**src/rtl/b_fetch_unit.sv**
```systemverilog
// b_fetch_unit
// Instruction fetch stage between the program counter and decode.
// Issues word-aligned fetch requests over a valid/ready channel, accepts
// in-order responses, buffers {pc, instruction} pairs in a small FIFO and
// hands them to decode over a valid/ready handshake. A redirect flushes the
// FIFO and drops every response still in flight.
//
// Ports
//   clk, reset                  clock, synchronous active-high reset
//   redirect_valid/redirect_pc  jump/branch target (bits [1:0] ignored)
//   mem_req_valid/ready/addr    fetch request channel
//   mem_rsp_valid/data          in-order fetch responses
//   inst_valid/ready/data/pc    FIFO head towards decode
module b_fetch_unit #(
   parameter int unsigned      width    = 32,
   parameter int unsigned      depth    = 4,
   parameter logic [width-1:0] reset_pc = '0
) (
   input  logic             clk,
   input  logic             reset,
   input  logic             redirect_valid,
   input  logic [width-1:0] redirect_pc,
   output logic             mem_req_valid,
   input  logic             mem_req_ready,
   output logic [width-1:0] mem_req_addr,
   input  logic             mem_rsp_valid,
   input  logic [width-1:0] mem_rsp_data,
   output logic             inst_valid,
   input  logic             inst_ready,
   output logic [width-1:0] inst_data,
   output logic [width-1:0] inst_pc
);

   localparam int unsigned aw = $clog2(depth);
   localparam int unsigned cw = aw + 1;
   localparam logic [cw:0] depth_c = (cw + 1)'(depth);

   logic [width-1:0] fetch_pc;
   logic [width-1:0] rsp_pc;
   logic [cw-1:0]    outstanding;
   logic [cw-1:0]    discard;
   logic [cw-1:0]    count;
   logic [aw-1:0]    wr_ptr;
   logic [aw-1:0]    rd_ptr;
   logic [width-1:0] fifo_pc   [depth];
   logic [width-1:0] fifo_data [depth];

   logic [cw:0]      credit_used;
   logic [width-1:0] redirect_aligned;
   logic             req_fire;
   logic             rsp_fire;
   logic             push;
   logic             pop;

   always_comb begin
      redirect_aligned = redirect_pc & ~width'(3);
      // Buffered entries plus in-flight fetches may never exceed the FIFO
      // size, so every accepted response is guaranteed a free slot.
      credit_used   = {1'b0, count} + {1'b0, outstanding};
      mem_req_valid = !reset && !redirect_valid && (credit_used < depth_c);
      mem_req_addr  = fetch_pc;
      req_fire      = mem_req_valid && mem_req_ready;
      rsp_fire      = mem_rsp_valid && (outstanding != '0);
      push          = rsp_fire && (discard == '0) && !redirect_valid;
      inst_valid    = (count != '0);
      inst_data     = fifo_data[rd_ptr];
      inst_pc       = fifo_pc[rd_ptr];
      pop           = inst_valid && inst_ready && !redirect_valid;
   end

   always_ff @(posedge clk) begin
      if (reset) begin
         fetch_pc    <= reset_pc;
         rsp_pc      <= reset_pc;
         outstanding <= '0;
         discard     <= '0;
         count       <= '0;
         wr_ptr      <= '0;
         rd_ptr      <= '0;
         for (int unsigned i = 0; i < depth; i++) begin
            fifo_pc[i]   <= '0;
            fifo_data[i] <= '0;
         end
      end else begin
         // req_fire is already gated off during a redirect.
         outstanding <= outstanding + cw'(req_fire) - cw'(rsp_fire);
         if (redirect_valid) begin
            fetch_pc <= redirect_aligned;
            rsp_pc   <= redirect_aligned;
            // Every fetch still in flight after this cycle belongs to the
            // old path; a response landing this cycle is dropped here.
            discard  <= outstanding - cw'(rsp_fire);
            count    <= '0;
            wr_ptr   <= '0;
            rd_ptr   <= '0;
         end else begin
            if (req_fire)
               fetch_pc <= fetch_pc + width'(4);
            if (rsp_fire && (discard != '0))
               discard <= discard - cw'(1);
            if (push) begin
               fifo_pc[wr_ptr]   <= rsp_pc;
               fifo_data[wr_ptr] <= mem_rsp_data;
               wr_ptr            <= wr_ptr + aw'(1);
               rsp_pc            <= rsp_pc + width'(4);
            end
            if (pop)
               rd_ptr <= rd_ptr + aw'(1);
            count <= count + cw'(push) - cw'(pop);
         end
      end
   end

endmodule
```
**config.mk**
```make
export PLATFORM = sky130hd
export DESIGN_NAME = b_fetch_unit
export DESIGN_NICKNAME = d
export VERILOG_FILES = /design/src/rtl/b_fetch_unit.sv
export SDC_FILE = /design/constraint.sdc
export NUM_CORES = 1
export LEC_CHECK = 0
export CORE_MARGIN = 5
export CORE_UTILIZATION = 45
export CTS_CLUSTER_SIZE = 10
export DETAILED_ROUTE_END_ITERATION = 6
export GPL_ROUTABILITY_DRIVEN = 0
export PLACE_DENSITY = 0.66
export SYNTH_ARGS = -nofsm -noshare
export SYNTH_HDL_FRONTEND = slang
export SYNTH_SLANG_ARGS = --single-unit
```
**constraint.sdc**
```tcl
create_clock -name clk -period 6.5 [get_ports clk]
set_input_delay 1.3 -clock clk [delete_from_list [all_inputs] [get_ports clk]]
set_output_delay 1.3 -clock clk [all_outputs]
set_load 0.05 [all_outputs]
```
Word level (Yosys, flattened, before mapping). Memory sizes are Yosys's and may differ from the RTL's. A register that Yosys moved wholly into a read port is not among the register bits. Index checks and enable logic that the tools add are counted. Widths: inputs -> output; s select.

Register bits: 77. Bits in writable memories: 256. Input bits: 70. Output and inout port bits: 98. Word-level logic and storage cells: 66. Memories kept: 2.

Memory list: fifo_data (words 4, width 32, read ports 1, clocked after memory_dff 1, write ports 4, RTL line 46) `logic [width-1:0] fifo_data [depth];`; fifo_pc (words 4, width 32, read ports 1, clocked after memory_dff 1, write ports 4, RTL line 45) `logic [width-1:0] fifo_pc [depth];`.

Add/subtract/negate cells: 11. Magnitude comparators: 1. Muxes and demuxes: 22. Reduce and logical (&&, ||, !) cells: 21.

Operator list (number): $mux 32 (6); $add 32x3->32 const B (2); $reduce_or 32->1 (2); $mux 2 (6); $logic_and 1x1->1 (9); $reduce_bool 3->1 (3); $sub 3x1->3 (3); $mux 1 (8); $add 3x1->3 (2); $mux 3 (2); $reduce_bool 2->1 (3); $add 2x1->2 const B (2); $add 3x3->4 (1); $lt 4x3->1 const B (1); $logic_not 3->1 (1); $sub 3x1->3 const B (1); $logic_not 1->1 (2); $reduce_or 2->1 (1).

Depth between registers and ports, before layout. Gate-level depths: netlist (run 1).

Word-level depth: 10. Gate-level depth with buffers: 14. Mapped depth without buffers: 13.

Worst setup path after synthesis (run 1). Ideal clock, no wire load.

Path type: in2reg. Start point: input port mem_rsp_valid. End point: memory fifo_data[1][0] (enable). Setup time: 495 ps. Arrival time: 5004 ps. Required time: 6005 ps. Setup slack: 1001 ps. Stages on the path: 4. Buffers on the path: 0. Cell sequence: nand3b_1 -> nor3_1 -> nand2_1 -> o21bai_1.

RTL lines: from (decl) (RTL line 26) `input logic mem_rsp_valid,`; to (decl) (RTL line 46).

==> summary.txt, run 1 <==
Yosys
  – Asr flop ratio synth: 0%
  – Post-synth EDFFs: 248
  – Post-synth top area share: approximately half
  – Post-synthesis sequential area ratio: around three fifths
  – Area leader, netlist: edfxtp_1
  – Syn avg cell area: 13.2 sq um
  – Top FF cell, synth: edfxtp_1
  – Cells after Synth: 1137
  – Synth area leaders: edfxtp_1 (50%), dfxtp_1 (10%), mux4_2 (9.3%)
  – Yosys cell types: about 70
  – Post-Syn Area: 15000 sq um
  – Ys Warns: 0
  – Seq cells post-synth: ~320

Drt
  – Met2 WL post-DR: between 15000 and 20000 microns
  – First-pass DRT Iterations: 5
  – Total Wirelength: between 30000 and 40000 microns
  – Via density: 5.51
  – Via count: around 9500
  – DR iter-0 viols: 620
  – Routed WL per cell: roughly 20 microns
  – Top layer in use: met4
  – DRC viols: 0
  – Metal3 WL: roughly 2500 microns
  – DRT antenna net count: 0
  – Met1 WL: ~16000 microns

Clock tree
  – Reg clk slew, reported paths: 0.05 ns
  – Clock buffer count from CTS: 39
  – CTS tree: done
  – CTS sink cnt: roughly 320
  – Max Root-Sink Buffers: 3
  – Clock network latency to the later pin of the worst-skew pair: around 0.52 ns
  – CTS root buf: clkbuf_16
  – H-Tree Depth: 2
  – Hold-fix buffer count after cts: 0
  – Post_cts resized: 0
  – Setup bufs post-CTS: 0

Worst setup path
  – CP Launch Type: flip-flop
  – Crit-path max FO: 48
  – Crit end category: output port
  – WP data arrival: between 3 and 4 ns
  – Critical Path RT: between 5 and 6 ns
  – Kind of critical path: flip-flop to output port

Timing
  – Hold slack: around 0.53 ns
  – Post-route clock period utilization: between 70% and 80%
  – RSZ-0062 raised after global routing: no
  – Rel. slew slack: 26.2%
  – Worst-margin pin slew: about 1.1 ns
  – Final Skew: 0.0146 ns
  – Max Transition Viols Final: 0
  – Final setup viols: 0
  – Period minus WS final: 4.65 ns
  – FMAX: between 0.2 and 0.25 GHz
  – Setup TNS: 0 ns
  – Fin. Hold Viols: 0

Final layout
  – # fillers: ~2700
  – Multi-input logic area: approximately 5600 sq um
  – Fin nets: ~1400
  – N_diodes: 0
  – Final core occ: 55.2%
  – Design area: around 18000 sq um
  – Share of cells above drive strength 1: 12.9%
  – FF+latch area: 8950 sq um
  – Area growth from synthesis to layout: 20.4%

Place
  – Placed Area: around 17000 sq um
  – Port-buffer cells: roughly 160
  – DPL Wire Length: 21100 microns

Die
  – Initial Util: a little under half
  – Die H: around 190 microns
  – Die area: 37000 sq um
  – Die X: around 190 microns
  – Io pins: approximately 170
  – Placeable Area: between 30000 and 40000 sq um
  – Row Count: between 60 and 70

Power
  – Power consumption: just over 5 mW
  – Pleak: between 6 and 7 nW
  – PwrDens: approximately 290 nW/um^2
  – Max rail drop VDD: around 0.2 mV

Run
  – Max-Cap Viols: 0

GRT
  – Initial antenna violation count: 0
  – First-pass GRT wire length: 55000 microns
  – Largest net degree at the start of global routing: ~120
  – Total gr overflow: 0
  – Vias in the first global route: slightly below 10000
  – GR Util All Layers: 19.0%

Hold path
  – Worst min path class: flip-flop to flip-flop

Status
  – Status: finished, final reports clean
[power by group]
group / switching (mW) / internal [mW]
logic: 0.505 / 0.292
clock network: 0.786 / 1.15
registers: 0.0869 / 2.37
total: 1.38 / 3.81
[path summary, 6_finish.rpt]
| path | from | endpoint | slack, ns | cells past startpoint |
|---|---|---|---|---|
| worst max-delay path | flip-flop | inst_data[21] | 1.85 | 3 |
| worst min-delay path | rd_ptr[1]$_SDFFE_PP0P_ | flip-flop | 0.53 | 2 |
| worst max register to register | discard[0]$_SDFFE_PP0P_ | fifo_pc[0][25]$_SDFFCE_PN0P_ | 3.26 | 6 |
| worst min register to register | rd_ptr[1]$_SDFFE_PP0P_ | flip-flop | 0.53 | 2 |
[cell families (layout without fill, tap and decap cells)]
| logic type | after synthesis | count (layout) | share of synthesized area [%] |
|---|---|---|---|
| XOR/XNOR | 42 | 42 | 2.46 |
| AND/OR/NAND/NOR | 472 | 472 | 18.8 |
| AO/OA/AOI/OAI | 114 | 114 | 5.04 |
| flip-flops | 323 | 323 | 59.7 |
| buffers and inverters | 105 | 254 | 3.10 |
| adder cells (fa/ha/maj) | 14 | 14 | 1.27 |
| multiplexers | 66 | 66 | 9.60 |
| other | 1 | 4 | 0.0250 |
[cell usage in the layout (no fill, tap or decap), types with 4 or more instances in the layout]
cell type        count
nor3_1              13
dfxtp_1             73
a31oi_1             17
a21boi_0             5
ha_1                12
nand2_1             49
nor3_2              11
nand3b_1             4
conb_1               4
inv_1               20
nor2_1              52
clkbuf_1            11
clkbuf_16           40
nand3_1             23
and2_1             182
nor4_1               9
and4_1               5
a21oi_1             32
xor2_1              19
xnor2_1             23
buf_4               13
o211ai_1             4
or3_1                9
edfxtp_1           248
nand4_1             20
o21ai_0             15
mux4_2              62
and3_1              66
clkdlybuf4s50_1    160
a211oi_1            17
[area by class of cell]
type,instances,share of cell area (%)
sequential,323,49.6
timing repair buffer,174,9.45
clock inverter,4,0.201
clock buffer,54,6.01
multi-input combinational,712,31.2
tap,442,3.07
inverter,22,0.458
[cell usage after synthesis, types with 11 or more instances]
library cell,n
clkbuf_1,58
buf_2,13
inv_1,20
nor3_2,11
nand2_1,49
xnor2_1,23
and3_1,67
a21oi_1,32
xor2_1,19
a31oi_1,17
nand4_1,20
nor3_1,14
dfxtp_1,75
mux4_2,62
nand3_1,23
a211oi_1,17
and2_1,182
nor2_1,53
edfxtp_1,248
o21ai_0,15
ha_1,12
[critical path, cell delays in order, from the launching register on]
cell,delay [ns]
dfxtp_4,1.03
buf_4,0.46
mux4_2,0.57
clkdlybuf4s50_1,0.72
[metal layers]
metal / global-route usage [%] / vias to the layer above
li1: - / 4480
met1: 26.5 / 4720
met2: 31.0 / 305
met3: 3.98 / 35
met4: 3.95 / 0
met5: 0 / -
[flip-flops by register name, indices dropped and copies added, names as in the netlist, named ones only]
| register | count |
|---|---|
| fifo_pc | 120 |
| rd_ptr | 2 |
| discard | 3 |
| mem_req_addr | 30 |
| fifo_data | 128 |
| wr_ptr | 2 |
| rsp_pc | 30 |
| outstanding | 3 |
| count | 3 |
[through the flow]
step,setup WS (ns),instances
after global placement,1.89,1673
after CTS,1.74,1731
after floorplan,1.00,1140
final,1.85,1731
after detailed placement,1.93,1673
after global routing,1.59,1731
Note: power is estimated with default switching activity, not from simulation.
==> run 2: changes to the inputs <==
==> constraint.sdc (replaced) <==
create_clock -name clk -period 4.45 [get_ports clk]
set_input_delay 0.89 -clock clk [delete_from_list [all_inputs] [get_ports clk]]
set_output_delay 0.89 -clock clk [all_outputs]
set_load 0.05 [all_outputs]
==> run 2 against run 1 <==
  * Sequential power grew 46%
  * Flip-flop and latch count unchanged
  * Die area stayed put
  * Count of clock-buffer cells in the layout down 5
  * Core utilization is 0.38 points higher
  * Critical path type unchanged
==> summary.txt, run 2 (synthesis gave the netlist of run 1 again) <==
Clock tree
  – Reg clk slew, reported paths: approximately 0.050 ns
  – Post_cts resized: 0
  – Setup bufs post-CTS: 0
  – CTS root buf: clkbuf_16
  – CTS sink cnt: ~320
  – H-Tree Depth: 2
  – Hold-fix buffer count after cts: 0
  – Clock buffer count from CTS: 38
  – CTS tree: done
  – Max Root-Sink Buffers: 3
  – Clock network latency to the later pin of the worst-skew pair: about 0.52 ns

Power
  – Max rail drop VDD: roughly 0.26 mV
  – Pleak: 6.58 nW
  – PwrDens: 415 nW/um^2
  – Combinational share of power: 15.8%
  – Clock power frac: 36.6%
  – Sw Pwr: ~2.0 mW
  – Flop pwr share: a little under half
  – Switching Share: between 20% and 30%
  – Internal power: 5.50 mW

GRT
  – First-pass GRT wire length: between 50000 and 60000 microns
  – GR Util All Layers: between 10% and 20%
  – Vias in the first global route: between 9000 and 10000
  – Initial antenna violation count: 0
  – Total gr overflow: 0
  – Largest net degree at the start of global routing: between 100 and 150

Drt
  – First-pass DRT Iterations: 5
  – DRC viols: 0
  – Via count: 9535
  – Total Wirelength: between 30000 and 40000 microns
  – Via density: ~5.5
  – DR iter-0 viols: 672
  – Routed WL per cell: just over 20 microns
  – DRT antenna net count: 0

Die
  – Die area: between 30000 and 40000 sq um
  – Io pins: ~170
  – Initial Util: a little under half
  – Row Count: 66
  – Die X: just under 200 microns
  – Placeable Area: around 33000 sq um
  – Die H: between 150 and 200 microns

Worst setup path
  – WP data arrival: between 2 and 3 ns
  – Critical Path RT: between 3 and 4 ns
  – Kind of critical path: flip-flop to output port
  – Crit end category: output port
  – Crit-path max FO: 34
  – CP Launch Type: flip-flop

Timing
  – Final setup viols: 0
  – Post-route clock period utilization: 83.4%
  – Final Skew: roughly 0.021 ns
  – Rel. slew slack: between 20 and 25%
  – Fin. Hold Viols: 0
  – Period minus WS final: 3.71 ns
  – Setup TNS: 0 ns
  – RSZ-0062 raised after global routing: no
  – Fin worst setup slack: about 0.74 ns
  – FMAX: roughly 0.27 GHz
  – Worst-margin pin slew: around 1.1 ns
  – Max Transition Viols Final: 0

Place
  – Port-buffer cells: ~160
  – Pre-CTS setup slack: approximately 0.82 ns
  – DPL Wire Length: approximately 22000 microns

Final layout
  – Most frequent cells in the layout: edfxtp_1 (248), and2_1 (182), clkdlybuf4s50_1 (159)
  – Most flops, register: fifo_data
  – Largest regs: fifo_data (128), fifo_pc (120)
  – Area growth from synthesis to layout: 21.3%
  – Fin nets: 1368
  – Max FFs per register: ~130
  – N_diodes: 0
  – Most common cell after layout, fill and taps aside: edfxtp_1
  – Share of cells above drive strength 1: ~14%

Status
  – Status: finished, final reports clean

Run
  – Max-Cap Viols: 0

Hold path
  – Worst min path class: flip-flop to flip-flop
==> run 2: layer usage <==
layer / up-vias / global-route usage, % / routed length (microns)
met4: 0 / 3.43 / 443
met3: 41 / 3.87 / 2510
met2: 307 / 31.0 / 16800
met5: - / 0 / 0
met1: 4679 / 27.5 / 16000
li1: 4508 / - / -
==> run 2: power groups by stage <==
stage | Clock, mW | Sequential (mW) | Combinational (mW)
after floorplan | 0 | 3.66 | 0.734
after global placement | 0 | 3.63 | 1.19
after detailed placement | 0 | 3.64 | 1.20
after CTS | 2.81 | 3.58 | 1.21
after global routing | 2.94 | 3.61 | 1.27
final | 2.76 | 3.58 | 1.19
==> run 2: worst max-delay path, cell delays in order (launching register included) <==
cell and delay, ns:
dfxtp_4 0.62, buf_12 0.35, mux4_2 0.59, clkdlybuf4s50_1 0.72
==> run 2: layout make-up <==
type	count	area, sq um
Timing Repair Buffer	187	1890
Clock inverter	3	37.5
Clock buffer	49	1020
Fill cell	2716	14500
Inverter	22	82.6
Tap cell	442	553
Sequential cell	323	8950
Multi-Input combinational cell	712	5630
==> run 2: metrics by stage <==
stage / power (mW) / util, % / instance area (sq um) / instances / hold WS (ns)
after floorplan: 4.39 / - / 15000 / 1140 / 0.485
after global placement: 4.83 / 52.3 / 17100 / 1686 / 0.507
after detailed placement: 4.85 / 52.3 / 17100 / 1686 / 0.508
after CTS: 7.60 / 55.6 / 18200 / 1738 / 0.526
after global routing: 7.83 / 55.6 / 18200 / 1738 / 0.563
final: 7.54 / 55.6 / 18200 / 1738 / 0.524
==> run 2: worst paths after layout <==
check | from | to | slack, ns | cells after the start
setup / recovery | flip-flop | inst_data[0] | 0.74 | 3
hold / removal | rd_ptr[1]$_SDFFE_PP0P_ | flip-flop | 0.52 | 2
setup reg to reg | outstanding[2]$_SDFF_PP0_ | outstanding[2]$_SDFF_PP0_ | 1.56 | 12
hold reg to reg | rd_ptr[1]$_SDFFE_PP0P_ | flip-flop | 0.52 | 2
==> run 3: changes to the inputs <==
==> constraint.sdc (replaced) <==
create_clock -name clk -period 3.8 [get_ports clk]
set_input_delay 0.76 -clock clk [delete_from_list [all_inputs] [get_ports clk]]
set_output_delay 0.76 -clock clk [all_outputs]
set_load 0.05 [all_outputs]
==> run 3 against run 2 <==
  * Final cell count grew 0.23%
  * Routed wire length grew 0.74%
  * Register-to-register slack lost 0.44 ns
  * Core utilization grew 0.31 points
  * Clock power grew 20%
  * Die area is the same
  * Critical path type unchanged
==> summary.txt, run 3 (synthesis gave the netlist of run 1 again) <==
Timing
  – RSZ-0062 raised after global routing: no
  – Setup TNS: 0 ns
  – Final Skew: between 0.015 and 0.02 ns
  – Fin. Hold Viols: 0
  – Post-route clock period utilization: around 88%
  – FMAX: between 0.2 and 0.3 GHz
  – Max Transition Viols Final: 0
  – Worst-margin pin slew: around 0.89 ns
  – Period minus WS final: between 3 and 4 ns
  – Rel. slew slack: between 40% and 50%
  – Final setup viols: 0

Clock tree
  – Clock buffer count from CTS: 39
  – H-Tree Depth: 2
  – CTS sink cnt: roughly 320
  – Hold-fix buffer count after cts: 0
  – CTS tree: done
  – Reg clk slew, reported paths: approximately 0.05 ns
  – Max Root-Sink Buffers: 3
  – Post_cts resized: 0
  – Clock network latency to the later pin of the worst-skew pair: ~0.53 ns
  – CTS root buf: clkbuf_16
  – Setup bufs post-CTS: 0

Final layout
  – Area growth from synthesis to layout: 21.9%
  – # fillers: around 2700
  – Fin nets: 1368
  – Max FFs per register: 128
  – Most common cell after layout, fill and taps aside: edfxtp_1
  – Final cell count without fillers: ~1700
  – Largest regs: fifo_data (128), fifo_pc (120)
  – Most flops, register: fifo_data
  – Most frequent cells in the layout: edfxtp_1 (248), and2_1 (182), clkdlybuf4s50_1 (159)
  – Share of cells above drive strength 1: between 10 and 15%
  – N_diodes: 0

Power
  – Max rail drop VDD: about 0.34 mV
  – PwrDens: around 490 nW/um^2
  – Pleak: 6.61 nW

Status
  – Status: finished, final reports clean

Worst setup path
  – Crit-path max FO: 35
  – FF-to-FF End: outstanding[2]$_SDFF_PP0_
  – Worst r2r path cells: 12
  – WP data arrival: 2.58 ns
  – Launch point of the worst reg-to-reg path: outstanding[2]$_SDFF_PP0_
  – CP Launch Type: flip-flop
  – Critical Path RT: around 3 ns
  – Kind of critical path: flip-flop to output port
  – Reg2reg setup slack: ~1.1 ns
  – Crit end category: output port

Die
  – Placeable Area: between 30000 and 40000 sq um
  – Io pins: roughly 170
  – Row Count: 66
  – Die X: between 150 and 200 microns
  – Die area: 37000 sq um
  – Die H: about 190 microns
  – Initial Util: 45.8%

Hold path
  – Worst min path class: flip-flop to flip-flop
  – Hold Path Stages: 2
  – Min-delay src: rd_ptr[1]$_SDFFE_PP0P_

Drt
  – DRC viols: 0
  – DR iter-0 viols: between 700 and 800
  – Routed WL per cell: 20.7 microns
  – Via count: 9569
  – Via density: between 5 and 6
  – Total Wirelength: 36000 microns
  – First-pass DRT Iterations: 5
  – DRT antenna net count: 0

Place
  – DPL Wire Length: roughly 22000 microns
  – Placed insts: 1685
  – Port-buffer cells: approximately 160

GRT
  – Vias in the first global route: approximately 10000
  – First-pass GRT wire length: between 50000 and 60000 microns
  – Total gr overflow: 0
  – GR Util All Layers: between 10% and 20%
  – Largest net degree at the start of global routing: approximately 120
  – Initial antenna violation count: 0

Run
  – Max-Cap Viols: 0
## run 3: worst max path at each step
stage             startpoint                             to  cells past startpoint
2_1_floorplan  mem_rsp_valid  fifo_data[1][0]$_SDFFCE_PN0P_                      4
3_3_place_gp   mem_rsp_valid            count[2]$_SDFF_PP0_                     13
3_5_place_dp   mem_rsp_valid            count[2]$_SDFF_PP0_                     13
4_1_cts            flip-flop                   inst_data[2]                      3
5_1_grt            flip-flop                    inst_pc[10]                      3
6_report           flip-flop                  inst_data[31]                      3
## run 3: area by class of cell
class | count | area, sq um | share of cell area (%)
Multi-Input combinational cell | 712 | 5630 | 30.8
Tap cell | 442 | 553 | 3.03
Clock buffer | 53 | 1070 | 5.86
Inverter | 22 | 82.6 | 0.452
Sequential cell | 323 | 8950 | 49.0
Clock inverter | 4 | 38.8 | 0.212
Timing Repair Buffer | 186 | 1940 | 10.6
## run 3: layer usage
| layer | global-route usage, % | share of wire [%] | up-vias |
|---|---|---|---|
| met2 | 32.9 | 49 | 298 |
| met5 | 0 | 0 | - |
| met1 | 26.6 | 43 | 4719 |
| li1 | - | - | 4510 |
| met3 | 3.53 | 6.8 | 42 |
| met4 | 3.89 | 1.5 | 0 |
## run 3: critical path: stages, from the launching register on
cell             delay [ns]
dfxtp_4                0.43
buf_12                 0.30
mux4_2                 0.58
clkdlybuf4s50_1        0.72
## run 3: per-stage QoR
step	hold slack (ns)	total power, mW	setup slack [ns]	utilization, %	cell area, sq um
floorplan	0.485	5.14	0.148	-	15000
global placement	0.509	5.67	0.548	52.5	17200
detailed placement	0.521	5.69	0.464	52.5	17200
CTS	0.532	9.01	0.414	55.9	18300
global route	0.558	9.26	0.344	55.9	18300
finish	0.529	8.92	0.463	55.9	18300
## run 3: power breakdown
group,total [mW],switching (mW),internal (mW)
Sequential,4.20,0.147,4.05
Clock,3.31,1.37,1.95
Combinational,1.41,0.881,0.530
Total,8.92,2.39,6.53
